==> config.mk <==
export PLATFORM = sky130hd
export DESIGN_NAME = uart_rx
export DESIGN_NICKNAME = d
export VERILOG_FILES = /design/src/rtl/uart_rx_pkg.sv /design/src/rtl/uart_rx_sync.sv /design/src/rtl/uart_rx.sv
export SDC_FILE = /design/constraint.sdc
export NUM_CORES = 1
export LEC_CHECK = 0
export CORE_ASPECT_RATIO = 1.75
export CORE_MARGIN = 3
export CORE_UTILIZATION = 29
export CTS_CLUSTER_SIZE = 10
export DETAILED_ROUTE_END_ITERATION = 6
export PLACE_DENSITY_LB_ADDON = 0.12
export SLEW_MARGIN = 40
export SYNTH_ARGS = -nofsm -noshare
export SYNTH_HDL_FRONTEND = slang
export SYNTH_SLANG_ARGS = --single-unit
==> constraint.sdc <==
create_clock -name clk -period 4.3 [get_ports clk]
set_clock_uncertainty 0.1 [all_clocks]
set_input_delay 0.43 -clock clk [delete_from_list [all_inputs] [get_ports clk]]
set_output_delay 0.43 -clock clk [all_outputs]
set_load 0.005 [all_outputs]
==> src/rtl/uart_rx_pkg.sv <==
// Shared UART receiver definitions: FSM encodings, frame constants and the
// bit-period derivation used by the receiver (and reusable by a transmitter).
package uart_rx_pkg;

  localparam int DATA_BITS = 8;

  typedef enum logic [2:0] {
    ST_IDLE  = 3'd0,
    ST_START = 3'd1,
    ST_DATA  = 3'd2,
    ST_STOP  = 3'd3,
    ST_BREAK = 3'd4
  } rx_state_t;

  function automatic int clks_per_bit(input int sys_clock, input int baud_rate);
    return sys_clock / baud_rate;
  endfunction

endpackage

==> src/rtl/uart_rx_sync.sv <==
// Two-flop synchroniser for the asynchronous serial line; resets to 1 so an
// idle line is seen during and just after reset.
module uart_rx_sync (
  input  logic clk,
  input  logic reset,
  input  logic d,
  output logic q
);

  logic [1:0] sync_ff;

  always_ff @(posedge clk or negedge reset) begin
    if (!reset) begin
      sync_ff <= 2'b11;
    end else begin
      sync_ff <= {sync_ff[0], d};
    end
  end

  assign q = sync_ff[1];

endmodule

==> src/rtl/uart_rx.sv <==
// 8N1 UART receiver: mid-bit sampling of a synchronised line, one-cycle
// data_valid / framing_error strobes, and break hold after a bad stop bit.
module uart_rx
  import uart_rx_pkg::*;
#(
  parameter int SYS_CLOCK = 1000000,
  parameter int BAUD_RATE = 9600
) (
  input  logic       clk,
  input  logic       reset,
  input  logic       rx_input,
  output logic [7:0] data_output,
  output logic       data_valid,
  output logic       framing_error,
  output logic       busy,
  output logic [2:0] debug_state
);

  localparam int CPB   = clks_per_bit(SYS_CLOCK, BAUD_RATE);
  localparam int CNT_W = $clog2(CPB);
  localparam logic [CNT_W-1:0] CNT_LAST = CNT_W'(CPB - 1);
  localparam logic [CNT_W-1:0] CNT_MID  = CNT_W'((CPB - 1) / 2);
  localparam logic [2:0]       BIT_LAST = 3'(DATA_BITS - 1);

  rx_state_t        state;
  logic [CNT_W-1:0] clk_cnt;
  logic [2:0]       bit_cnt;
  logic [7:0]       shreg;
  logic             rx;

  uart_rx_sync u_sync (
    .clk   (clk),
    .reset (reset),
    .d     (rx_input),
    .q     (rx)
  );

  // Output handshake: valid-only, no ready. data_valid is high for exactly one
  // cycle when data_output takes a new good byte; the consumer must capture it
  // in that cycle. framing_error is a separate one-cycle strobe, never coincident.
  always_ff @(posedge clk or negedge reset) begin
    if (!reset) begin
      state         <= ST_IDLE;
      clk_cnt       <= '0;
      bit_cnt       <= '0;
      shreg         <= '0;
      data_output   <= '0;
      data_valid    <= 1'b0;
      framing_error <= 1'b0;
      busy          <= 1'b0;
    end else begin
      data_valid    <= 1'b0;
      framing_error <= 1'b0;
      case (state)
        ST_IDLE: begin
          busy <= 1'b0;
          if (!rx) begin
            state   <= ST_START;
            clk_cnt <= '0;
            busy    <= 1'b1;
          end
        end
        ST_START: begin
          if (clk_cnt == CNT_MID) begin
            clk_cnt <= '0;
            bit_cnt <= '0;
            if (!rx) begin
              state <= ST_DATA;
            end else begin
              state <= ST_IDLE;
              busy  <= 1'b0;
            end
          end else begin
            clk_cnt <= clk_cnt + 1'b1;
          end
        end
        ST_DATA: begin
          // Counting a full bit period from the start-bit midpoint lands mid-bit.
          if (clk_cnt == CNT_LAST) begin
            shreg[bit_cnt] <= rx;
            clk_cnt        <= '0;
            if (bit_cnt == BIT_LAST) begin
              state <= ST_STOP;
            end else begin
              bit_cnt <= bit_cnt + 1'b1;
            end
          end else begin
            clk_cnt <= clk_cnt + 1'b1;
          end
        end
        ST_STOP: begin
          if (clk_cnt == CNT_LAST) begin
            clk_cnt <= '0;
            if (rx) begin
              data_output <= shreg;
              data_valid  <= 1'b1;
              state       <= ST_IDLE;
              busy        <= 1'b0;
            end else begin
              framing_error <= 1'b1;
              state         <= ST_BREAK;
            end
          end else begin
            clk_cnt <= clk_cnt + 1'b1;
          end
        end
        ST_BREAK: begin
          // Wait out a held-low line so it is not mistaken for a new start bit.
          if (rx) begin
            state <= ST_IDLE;
            busy  <= 1'b0;
          end
        end
        default: begin
          state <= ST_IDLE;
          busy  <= 1'b0;
        end
      endcase
    end
  end

  assign debug_state = state;

endmodule
==> results of run 1 <==
==> critical path: stages, from the launching register on <==
cell,delay [ns]
dfrtp_1,0.40
ha_1,0.28
and3b_1,0.31
and3_1,0.53
nand3_4,0.23
mux2_1,0.36
==> stage by stage <==
| stage | hold WS (ns) | cell area (sq um) | util, % | std cells | power, uW |
|---|---|---|---|---|---|
| 2_1_floorplan | 0.03441 | 1683 | - | 150 | 330.5 |
| 3_3_place_gp | 0.2466 | 1893 | 33.89 | 235 | 340.3 |
| 3_5_place_dp | 0.2472 | 1893 | 33.89 | 235 | 340.5 |
| 4_1_cts | 0.2575 | 1988 | 35.60 | 243 | 587.6 |
| 5_1_grt | 0.2611 | 1988 | 35.60 | 243 | 606.3 |
| 6_report | 0.2561 | 1988 | 35.60 | 243 | 580.1 |
==> sequential cells by signal, indices dropped and copies added (netlist names) <==
register / count
data_output: 8
shreg: 8
clk_cnt: 7
bit_cnt: 3
debug_state: 3
u_sync.sync_ff: 2
busy: 1
data_valid: 1
framing_error: 1
==> cells by family (layout without fill, tap and decap cells) <==
| kind of cell | after synthesis | count (layout) | synth area share [%] |
|---|---|---|---|
| AOI/OAI and AO/OA | 30 | 30 | 13.16 |
| and+or+nand+nor | 55 | 55 | 19.26 |
| DFF | 34 | 34 | 50.71 |
| muxes | 15 | 15 | 10.04 |
| buffers and inverters | 12 | 29 | 4.014 |
| adders and majority gates | 4 | 4 | 2.826 |
==> final timing paths <==
path                                endpoint  depth (start not counted)  slack (ns)               from
setup reg to reg              data_output[4]                          5        1.97         clk_cnt[0]
min in group asynchronous     data_output[0]                          2        0.44              reset
hold reg to reg            u_sync.sync_ff[1]                          0        0.26  u_sync.sync_ff[0]
max in group asynchronous  u_sync.sync_ff[0]                          2        3.32              reset
setup / recovery              data_output[4]                          5        1.97         clk_cnt[0]
hold / removal             u_sync.sync_ff[1]                          0        0.26  u_sync.sync_ff[0]
==> where the power goes <==
part	internal [uW]	leakage (uW)	switching (uW)
clock	129	0.0000472	118
sequential	321	0.000448	2.33
combinational	2.86	0.000386	6.95
total	453	0.000882	127
==> cell usage after synthesis (3+ instances only) <==
library cell	count
a21o_1	4
nor2_1	5
and3_1	4
nand3_1	9
ha_1	3
a21oi_1	3
nand2_1	11
nor3_1	6
clkbuf_1	4
nand4_1	3
mux2_1	14
o21ai_1	4
inv_1	4
dfrtp_1	32
==> per-layer routing <==
layer  share of wire [%]  track usage [%]  vias up
met5                   0                0        -
met4                 2.1            5.255        0
met3                 3.1            2.621        5
met2                  54            21.09       20
met1                  40            13.89      591
li1                    -                -      588
==> area by class of cell <==
cell class                      count  area (sq um)  share of cell area, %
Clock buffer                        6         82.58                  4.154
Clock inverter                      2         12.51                 0.6293
Inverter                            4         15.01                 0.7552
Multi-Input combinational cell    104         762.0                  38.33
Sequential cell                    34         853.3                  42.92
Tap cell                           76         95.09                  4.783
Timing Repair Buffer               17         167.7                  8.433
==> key figures, run 1 <==
Outcome
  • Status: finished, final reports clean

Timing
  • Slew @ Worst Pin: 0.5236 ns
  • Slew margin rel.: 65.09%
  • Final Hold Viols: 0
  • Maximum clock frequency: 428.9 MHz
  • Pins Over Slew Limit: 0
  • Setup violations, final: 0
  • Setup tns final: 0 ns
  • Final Worst Setup Slack: 1.968 ns
  • Min Tclk post-route: 2.332 ns
  • Fin crit share: 54.23%
  • RSZ-0062 raised after global routing: no

Clocking
  • Skew-Pair Late Insertion Delay: 0.28 ns
  • CTS sink cnt: 34
  • TritonCTS clock tree: built
  • Clk buf depth: 2
  • Post-CTS sizing: 0
  • CTS Root Cell: clkbuf_8
  • Inserted Clock Buffers: 5
  • H-tree depth: 2
  • # hold bufs at CTS: 0
  • Post-CTS Setup Repair Bufs: 0
  • Reg clk slew, reported paths: 0.07 ns

Synth
  • Synth area leaders: dfrtp_1, mux2_1, dfstp_2
  • Ys async rst share: 100.0%
  • Number of distinct library cells after synthesis: 47
  • Yosys reg bits: 34
  • Cell accounting for the most synthesized area: dfrtp_1
  • Synth Instances: 150
  • Commonest register cell after synthesis: dfrtp_1
  • Net count after synthesis: 156
  • Seq/Total Area, Yosys: 50.71%
  • Syn Area/Cell: 11.22 sq um
  • Mapped Area: 1683 sq um
  • Post-synth top area share: 47.58%
  • Ys Warns: 0
  • Number of synthesized flops with an enable pin: 0

Worst hold path
  • Min-Delay Path Class: reg2reg

Global route
  • Largest net degree at the start of global routing: 35
  • Total Routing Usage GR: 12.05%
  • Remaining Overflow, GRT: 0
  • First-pass GRT wire length: 6423 um
  • Number of global-route vias before repair: 1305
  • Initial antenna violation count: 0

Setup path
  • Critical Path RT: 4.37 ns
  • Critical path peak fanout: 14
  • Arrival @ worst endpoint: 2.40 ns
  • Critical path capture point type: flop
  • Element type at the critical path start: flop
  • Setup CP Type: reg2reg

Finish
  • Layout cell share with drive strength beyond 1: 8.383%
  • Final net count: 172
  • Filler cells: 606
  • Diode count: 0
  • Most common cell after layout, fill and taps aside: dfrtp_1
  • Area Overhead vs Synth: 18.14%
  • Most frequent cells in the layout: dfrtp_1, clkdlybuf4s50_1, mux2_1, nand2_1, nand3_1

Floorplan
  • Die area: 6789 sq um
  • I/O Pins: 17
  • Chip Width: 63.59 um
  • Initial core utilization: 30.13%
  • CORE AREA: 5585 sq um
  • FP Rows: 36
  • Die H: 106.8 um

Pwr
  • Peak VDD IR: 167.3 uV
  • Leakage: 0.0008815 uW
  • Power per cell area: 291.8 nW/um^2

Run
  • Max_cap viols: 0

Place
  • I/O Buffers: 16
  • Hpwl dp: 2605 um
  • Place WS: 1.940 ns
  • Routability cong.: 0.7653

Route
  • # DRC: 0
  • Antenna Nets Post-Route: 0
  • Routed vias/inst: 4.955
  • Routed WL: 3551 um
  • Post-DR wirelength/cell: 14.61 um
  • Drt first pass iters: 4
  • 1st-iter DRT viols: 18
  • Vias: 1204
Note: power is estimated with default switching activity, not from simulation.
==> run 2: changes to the inputs <==
==> constraint.sdc (replaced) <==
create_clock -name clk -period 2 [get_ports clk]
set_clock_uncertainty 0.1 [all_clocks]
set_input_delay 0.2 -clock clk [delete_from_list [all_inputs] [get_ports clk]]
set_output_delay 0.2 -clock clk [all_outputs]
set_load 0.005 [all_outputs]
==> key figures, run 2 (synthesis gave the netlist of run 1 again) <==
Outcome
  • Status: finished, final reports clean

Finish
  • Most common cell after layout, fill and taps aside: dfrtp_1
  • Top flop regs: data_output (8), shreg (8), clk_cnt (7)
  • Final net count: 186 (+8.1%)
  • Filler cells: 593 (-2.1%)
  • Most frequent cells in the layout: dfrtp_1, clkdlybuf4s50_1, buf_4, mux2_1, nand2_1
  • Layout cell share with drive strength beyond 1: 17.13% (+8.7 points)
  • Area Overhead vs Synth: 25.06%
  • Diode count: 0 (unchanged)

Place
  • Hpwl dp: 2842 um (+9.1%)
  • I/O Buffers: 16 (unchanged)
  • Routability cong.: 0.8904 (+16%)

Global route
  • Initial antenna violation count: 0 (unchanged)
  • Total Routing Usage GR: 12.49% (+0.44 points)
  • Largest net degree at the start of global routing: 35 (unchanged)
  • Remaining Overflow, GRT: 0 (unchanged)
  • First-pass GRT wire length: 6706 um (+4.4%)
  • Number of global-route vias before repair: 1331 (+2.0%)

Route
  • Routed WL: 3761 um (+5.9%)
  • Drt first pass iters: 4 (unchanged)
  • Antenna Nets Post-Route: 0 (unchanged)
  • Routed vias/inst: 5.082 (+2.6%)
  • 1st-iter DRT viols: 35 (+17)
  • Vias: 1306 (+8.5%)
  • Post-DR wirelength/cell: 14.63 um (+0.14%)
  • # DRC: 0 (unchanged)

Setup path
  • Critical path peak fanout: 4 (-10)
  • Setup CP Type: reg2reg
  • Critical Path RT: 2.07 ns (-2.30 ns)
  • Critical path capture point type: flop
  • Element type at the critical path start: flop
  • Arrival @ worst endpoint: 1.94 ns (-0.46 ns)

Timing
  • Final Hold Viols: 0 (unchanged)
  • RSZ-0062 raised after global routing: no
  • Setup tns final: 0 ns (unchanged)
  • Fin crit share: 93.54% (+39 points)
  • Setup violations, final: 0 (unchanged)
  • Slew margin rel.: 71.06% (+6.0 points)
  • Slew @ Worst Pin: 0.4341 ns (-0.08944 ns)
  • Pins Over Slew Limit: 0 (unchanged)
  • Maximum clock frequency: 534.6 MHz (+25%)
  • Min Tclk post-route: 1.871 ns (-0.4610 ns)

Clocking
  • # hold bufs at CTS: 0 (unchanged)
  • Clk buf depth: 2 (unchanged)
  • H-tree depth: 2 (unchanged)
  • Reg clk slew, reported paths: 0.07 ns (about the same)
  • CTS Root Cell: clkbuf_8
  • Inserted Clock Buffers: 5 (unchanged)
  • TritonCTS clock tree: built
  • CTS sink cnt: 34 (unchanged)
  • Skew-Pair Late Insertion Delay: 0.28 ns (about the same)

Floorplan
  • Die area: 6789 sq um (unchanged)
  • Die H: 106.8 um (unchanged)
  • FP Rows: 36 (unchanged)
  • Initial core utilization: 30.13% (unchanged)
  • CORE AREA: 5585 sq um (unchanged)
  • I/O Pins: 17 (unchanged)
  • Chip Width: 63.59 um (unchanged)

Pwr
  • Peak VDD IR: 277.4 uV (+66%)
  • Pwr Total: 1242 uW (+110%)
  • Power per cell area: 590.1 nW/um^2 (+100%)
  • Leakage: 0.0009534 uW (+8.2%)

Run
  • Max_cap viols: 0 (unchanged)

Worst hold path
  • Min-Delay Path Class: in2reg
==> run 2: cell types whose count changed in the layout (fill, tap and decap cells not counted) <==
cell and delta:
a21oi_1 -1, a21oi_2 +1, and3_1 -1, and3_2 +1, buf_4 +14, nor4b_1 -1
nor4b_2 +1
==> run 2: area by class of cell <==
cell class / instances / area (sq um) / share of cell area [%]
clock buffers: 6 / 82.58 / 3.924
clock inverters: 2 / 12.51 / 0.5945
inverters: 4 / 15.01 / 0.7134
multi-input cells: 104 / 773.2 / 36.74
flip-flops and latches: 34 / 853.3 / 40.55
well taps: 76 / 95.09 / 4.518
repair buffers: 31 / 272.8 / 12.96
==> run 2: final timing paths <==
path,start,to,slack (ns),depth (start not counted)
worst max-delay path,clk_cnt[1],shreg[6],0.13,6
min in group asynchronous,reset,data_output[0],0.23,2
worst min-delay path,rx_input,u_sync.sync_ff[0],0.22,1
worst max register to register,clk_cnt[1],shreg[6],0.13,6
worst min register to register,u_sync.sync_ff[0],u_sync.sync_ff[1],0.26,0
max in group asynchronous,reset,u_sync.sync_ff[0],1.24,2
==> run 2: critical path: stages, from the launching register on <==
cell and delay (ns):
dfrtp_1 0.39, ha_1 0.18, and3b_1 0.20, nand3_1 0.13, buf_4 0.19, nor3_1 0.20
mux2_2 0.36
==> run 2: per-layer routing <==
layer | global-route usage, % | vias up | wire, um
li1 | - | 623 | -
met1 | 13.94 | 653 | 1500
met2 | 22.29 | 20 | 2071
met3 | 2.516 | 10 | 81
met4 | 5.873 | 0 | 108
met5 | 0 | - | 0
==> run 2: power breakdown <==
| group | switching (uW) | total (uW) | internal (uW) | leakage (uW) |
|---|---|---|---|---|
| clock network | 248 | 524 | 277 | 0.0000472 |
| registers | 4.93 | 696 | 691 | 0.000448 |
| logic | 15.3 | 21.4 | 6.16 | 0.000458 |
| total | 268 | 1240 | 974 | 0.000953 |
==> run 2: timing repair <==
action / 4_1_cts / 5_1_grt
buffers inserted: 0 / 0
hold endpoints to repair: 0 / 0
endpoints found under the setup margin: 1 / 4
gates resized for setup: 1 / 2
==> run 2: per-stage QoR <==
step | hold slack (ns) | cells | cell area, sq um | utilization (%) | setup WS [ns]
after detailed placement | 0.2475 | 249 | 1998 | 35.78 | 0.002934
after floorplan | -0.1956 | 150 | 1683 | - | 0.004646
after CTS | 0.2120 | 257 | 2100 | 37.59 | 0.1030
after global routing | 0.2257 | 257 | 2105 | 37.68 | 0.009011
final | 0.2175 | 257 | 2105 | 37.68 | 0.1293
after global placement | 0.2469 | 249 | 1998 | 35.78 | 0.04232
==> run 3: changes to the inputs <==
--- a/config.mk
+++ b/config.mk
@@ -11,6 +11,7 @@
 export CTS_CLUSTER_SIZE = 10
 export DETAILED_ROUTE_END_ITERATION = 6
 export PLACE_DENSITY_LB_ADDON = 0.12
+export SETUP_SLACK_MARGIN = 0.2
 export SLEW_MARGIN = 40
 export SYNTH_ARGS = -nofsm -noshare
 export SYNTH_HDL_FRONTEND = slang
==> key figures, run 3 (synthesis gave the netlist of run 1 again) <==
Floorplan
  • Chip Width: 63.59 um (unchanged)
  • I/O Pins: 17 (unchanged)
  • Initial core utilization: 30.13% (unchanged)
  • FP Rows: 36 (unchanged)
  • Die H: 106.8 um (unchanged)
  • Die area: 6789 sq um (unchanged)
  • CORE AREA: 5585 sq um (unchanged)

Route
  • Vias: 1313 (+0.54%)
  • Post-DR wirelength/cell: 15.17 um (+3.7%)
  • Drt first pass iters: 4 (unchanged)
  • Routed WL: 3990 um (+6.1%)
  • Antenna Nets Post-Route: 0 (unchanged)
  • # DRC: 0 (unchanged)
  • Routed vias/inst: 4.992 (-1.8%)
  • 1st-iter DRT viols: 20 (-43%)

Finish
  • Most common cell after layout, fill and taps aside: dfrtp_1
  • Top flop regs: data_output (8), shreg (8), clk_cnt (7)
  • Layout cell share with drive strength beyond 1: 29.41% (+12 points)
  • Diode count: 0 (unchanged)
  • Area Overhead vs Synth: 33.09%
  • Most frequent cells in the layout: dfrtp_1, buf_4, clkdlybuf4s50_1, nand2_1, mux2_4
  • Final net count: 193 (+3.8%)
  • Final core occ: 40.10% (+2.4 points)

Pwr
  • Power per cell area: 532.2 nW/um^2 (-9.8%)
  • P_int: 930.9 uW (-4.4%)
  • Psw: 261.1 uW (-2.6%)
  • Logic gate share of total power: 1.8% (about the same)
  • Net Sw Frac: 21.90% (+0.31 points)
  • Leakage: 0.001012 uW (+6.2%)
  • Pwr Total: 1192 uW (-4.0%)
  • Flop pwr share: 58.4% (+2.4 points)
  • Peak VDD IR: 337.7 uV (+22%)
  • Clock share of power: 39.8% (-2.4 points)

Worst hold path
  • Min-Delay Path Class: in2reg

Timing
  • Setup tns final: 0 ns (unchanged)
  • Slew margin rel.: 71.02% (about the same)
  • Fin crit share: 90.10% (-3.4 points)
  • Pins Over Slew Limit: 0 (unchanged)
  • Final Hold Viols: 0 (unchanged)
  • Setup violations, final: 0 (unchanged)
  • Maximum clock frequency: 555.0 MHz (+3.8%)
  • Slew @ Worst Pin: 0.4348 ns (+0.0006149 ns)
  • RSZ-0062 raised after global routing: yes
  • Min Tclk post-route: 1.802 ns (-0.06880 ns)

Setup path
  • Critical path peak fanout: 8 (+4)
  • Worst reg2reg startpoint: clk_cnt[1]
  • Critical path capture point type: flop
  • Worst R2R Setup Slack: 0.20 ns (+0.07 ns)
  • Worst R2R Path Depth: 5 (-1)
  • Arrival @ worst endpoint: 1.87 ns (-0.07 ns)
  • Setup crit start: clk_cnt[1]
  • Setup CP Type: reg2reg
  • CP endpoint: data_output[0]
  • Worst r2r dst: data_output[0]
  • Element type at the critical path start: flop
  • Critical Path RT: 2.07 ns (about the same)

Clocking
  • CTS Root Cell: clkbuf_8
  • Skew-Pair Late Insertion Delay: 0.28 ns (about the same)
  • Clk buf depth: 2 (unchanged)
  • TritonCTS clock tree: built
  • CTS sink cnt: 34 (unchanged)
  • Reg clk slew, reported paths: 0.07 ns (about the same)
  • H-tree depth: 2 (unchanged)
  • Inserted Clock Buffers: 5 (unchanged)

Place
  • I/O Buffers: 16 (unchanged)
  • Routability cong.: 0.8030 (-9.8%)
  • Hpwl dp: 2924 um (+2.9%)

Global route
  • Initial antenna violation count: 0 (unchanged)
  • Number of global-route vias before repair: 1368 (+2.8%)
  • Total Routing Usage GR: 12.88% (+0.39 points)
  • Largest net degree at the start of global routing: 35 (unchanged)
  • Remaining Overflow, GRT: 0 (unchanged)
  • First-pass GRT wire length: 6693 um (-0.19%)

Run
  • Max_cap viols: 0 (unchanged)

Outcome
  • Status: finished, final reports clean
-- run 3: cell types whose count changed in the layout (fill, tap and decap cells not counted), sizes merged --
cell / before / now
clkinvlp: 1 / 0
clkinv: 1 / 2
clkbuf: 6 / 5
buf: 15 / 22
-- run 3: worst max-delay path, cell delays in order (launching register included) --
cell and delay (ns):
dfrtp_1 0.39, ha_4 0.15, and3b_2 0.25, and3_4 0.27, nand3_4 0.18, mux2_4 0.35
-- run 3: repair_timing --
action | in CTS | in global routing
pin swaps | 3 | 3
setup endpoints to repair | 21 | 22
setup buffers | 5 | 5
resized for setup | 6 | 6
hold buffers | 0 | 0
-- run 3: per-layer routing --
layer,track usage (%),share of wire [%],up-vias
li1,-,-,632
met1,13.07,38,655
met2,24.61,58,18
met3,2.725,2.3,8
met4,5.564,2.1,0
met5,0,0,-
-- run 3: final cells by class --
| cell class | instances | area [sq um] |
|---|---|---|
| Inverter | 4 | 15.01 |
| Tap cell | 76 | 95.09 |
| Clock buffer | 5 | 68.82 |
| Sequential cell | 34 | 858.3 |
| Multi-Input combinational cell | 104 | 854.6 |
| Fill cell | 573 | 3346 |
| Clock inverter | 2 | 10.01 |
| Timing Repair Buffer | 38 | 337.8 |
-- run 3: per-stage QoR --
step                cell area, sq um  hold WS (ns)  std cells  worst slack (ns)
floorplan                       1742       -0.1956        150            0.1051
global placement                2027        0.2475        246          -0.08148
detailed placement              2027        0.2469        246           -0.1198
CTS                             2167        0.2105        258            0.1772
global route                    2240        0.2230        263            0.1115
finish                          2240        0.2204        263            0.1981
-- run 3: power groups by stage --
stage	clock, uW	combinational [uW]	sequential, uW
CTS	498	23.1	696
global route	529	25.2	696
global placement	0	22.7	709
finish	474	21.6	696
floorplan	0	4.58	706
detailed placement	0	23.0	710
-- run 3: how the worst min path moves through the flow --
stage,cells past startpoint,startpoint,to,slack [ns]
floorplan,0,reset,bit_cnt[0],-0.20
global placement,0,u_sync.sync_ff[0],u_sync.sync_ff[1],0.25
detailed placement,0,u_sync.sync_ff[0],u_sync.sync_ff[1],0.25
CTS,1,rx_input,u_sync.sync_ff[0],0.21
global route,1,rx_input,u_sync.sync_ff[0],0.22
finish,1,rx_input,u_sync.sync_ff[0],0.22
==> edit, RTL diff (config.mk and constraints of run 2) <==
Set the parameter `SYS_CLOCK` to 4000000 (it was 1000000).
--- a/src/rtl/uart_rx.sv
+++ b/src/rtl/uart_rx.sv
@@ -3,7 +3,7 @@
 module uart_rx
   import uart_rx_pkg::*;
 #(
-  parameter int SYS_CLOCK = 1000000,
+  parameter int SYS_CLOCK = 4000000,
   parameter int BAUD_RATE = 9600
 ) (
   input  logic       clk,
Function: same outputs for any inputs over 10 cycles, from zero or initial values and one cycle with reset low; that may be too few to reach the edited logic, so the function may still have changed.
==> edit against run 2 <==
Cell area rose by 12%. Wire length is 18% higher. Sequential cell count increased by 2. Total power increased by 12%. Area after synthesis up 8.6%. Worst setup slack got worse by 0.085 ns. Clock power rose by 20%. Non-clock buffer count is the same. Critical endpoint is now bit_cnt[0].
==> edit: results (changes against run 2) <==
Timing
  – Minimum hold slack: 0.221 ns (was 0.218 ns)
  – Final Cycle Share: 97.8% (was 93.5%)

Detailed routing
  – DR WL/cell: 16.0 um (was 14.6 um)
  – DRT iter0 DRCs: 60 (was 35)
  – Vias after detailed routing: 1421 (was 1306)

Yosys
  – Post-Syn Nets: 177 (was 156)
  – Top cell types by occurrence after synthesis: dfrtp_1, nand2_1, mux2_2 (was dfrtp_1, mux2_1, nand2_1)
  – Xor/xnor share of the synthesized area: 0.958% (was 0%)
  – Unique cell type count in the Yosys netlist: 46 (was 47)
  – Synth area leaders: dfrtp_1, mux2_2, nand2_1 (was dfrtp_1, mux2_1, dfstp_2)
  – Synthesized area per cell: 10.7 um^2 (was 11.2 um^2)
  – Seq/Total Area, Yosys: 49.4% (was 50.7%)

Critical path
  – Data arrival time of the critical path: 2.02 ns (was 1.94 ns)
  – Count of cells along the worst register-to-register path: 5 (was 6)
  – Reg-to-reg endpoint: bit_cnt[0] (was shreg[6])
  – Slowest-stage cell, CP: o32a_1 (was dfrtp_1)
  – Worst-path maximum fanout: 5 (was 4)

Power and ir drop
  – Worst VDD drop: 0.464 mV (was 0.277 mV)
  – Static leakage: 1.07 nW (was 0.953 nW)

Global route
  – Global-route wire length before repair: 7.56 mm (was 6.71 mm)
  – GR met3 Demand/Resource: 2.64% (was 2.52%)
  – Grt met2 use: 24.5% (was 22.3%)
  – Via count of the first global-routing pass: 1534 (was 1331)
  – Fraction of met1 tracks used by global routing: 14.1% (was 13.9%)
  – Global-route usage over all layers: 13.2% (was 12.5%)

Final layout
  – Layout fillers: 590 (was 593)
  – Net count of the finished layout: 206 (was 186)
  – Registers with the most flip-flops: clk_cnt x9, data_output x8, shreg x8 (was data_output x8, shreg x8, clk_cnt x7)
  – Fraction of layout cells with a size suffix above 1: 27.9% (was 17.1%)

Outcome
  – Status: completed (unchanged)

Placement
  – Placed cell count: 268 (was 249)
  – Gp weighted congestion: 0.802 (was 0.890)
  – Area post-placement: 0.00214 mm^2 (was 0.00200 mm^2)
-- edit: where the power goes --
part / leakage (nW) / switching [mW] / total, mW / internal [mW]
Combinational: 0.540 / 0.0206 / 0.0279 / 0.00732
Clock: 0.0552 / 0.258 / 0.628 / 0.370
Sequential: 0.476 / 0.000703 / 0.732 / 0.731
Total: 1.07 / 0.279 / 1.39 / 1.11
-- edit: final cells by class --
class / count / area, um^2 / area share, %
Inverter: 3 / 11.3 / 0.477
Multi-Input combinational cell: 123 / 957 / 40.5
Clock buffer: 6 / 72.6 / 3.07
Tap cell: 78 / 97.6 / 4.13
Timing Repair Buffer: 31 / 285 / 12.1
Sequential cell: 36 / 903 / 38.2
Clock inverter: 2 / 35.0 / 1.48
-- edit: routing by layer --
metal | part of all wire (%) | routed length [um] | vias to the layer above
met2 | 58 | 2570 | 19
met4 | 1.9 | 85 | 0
met3 | 2.4 | 106 | 10
met5 | 0 | 0 | -
met1 | 38 | 1690 | 712
li1 | - | - | 680
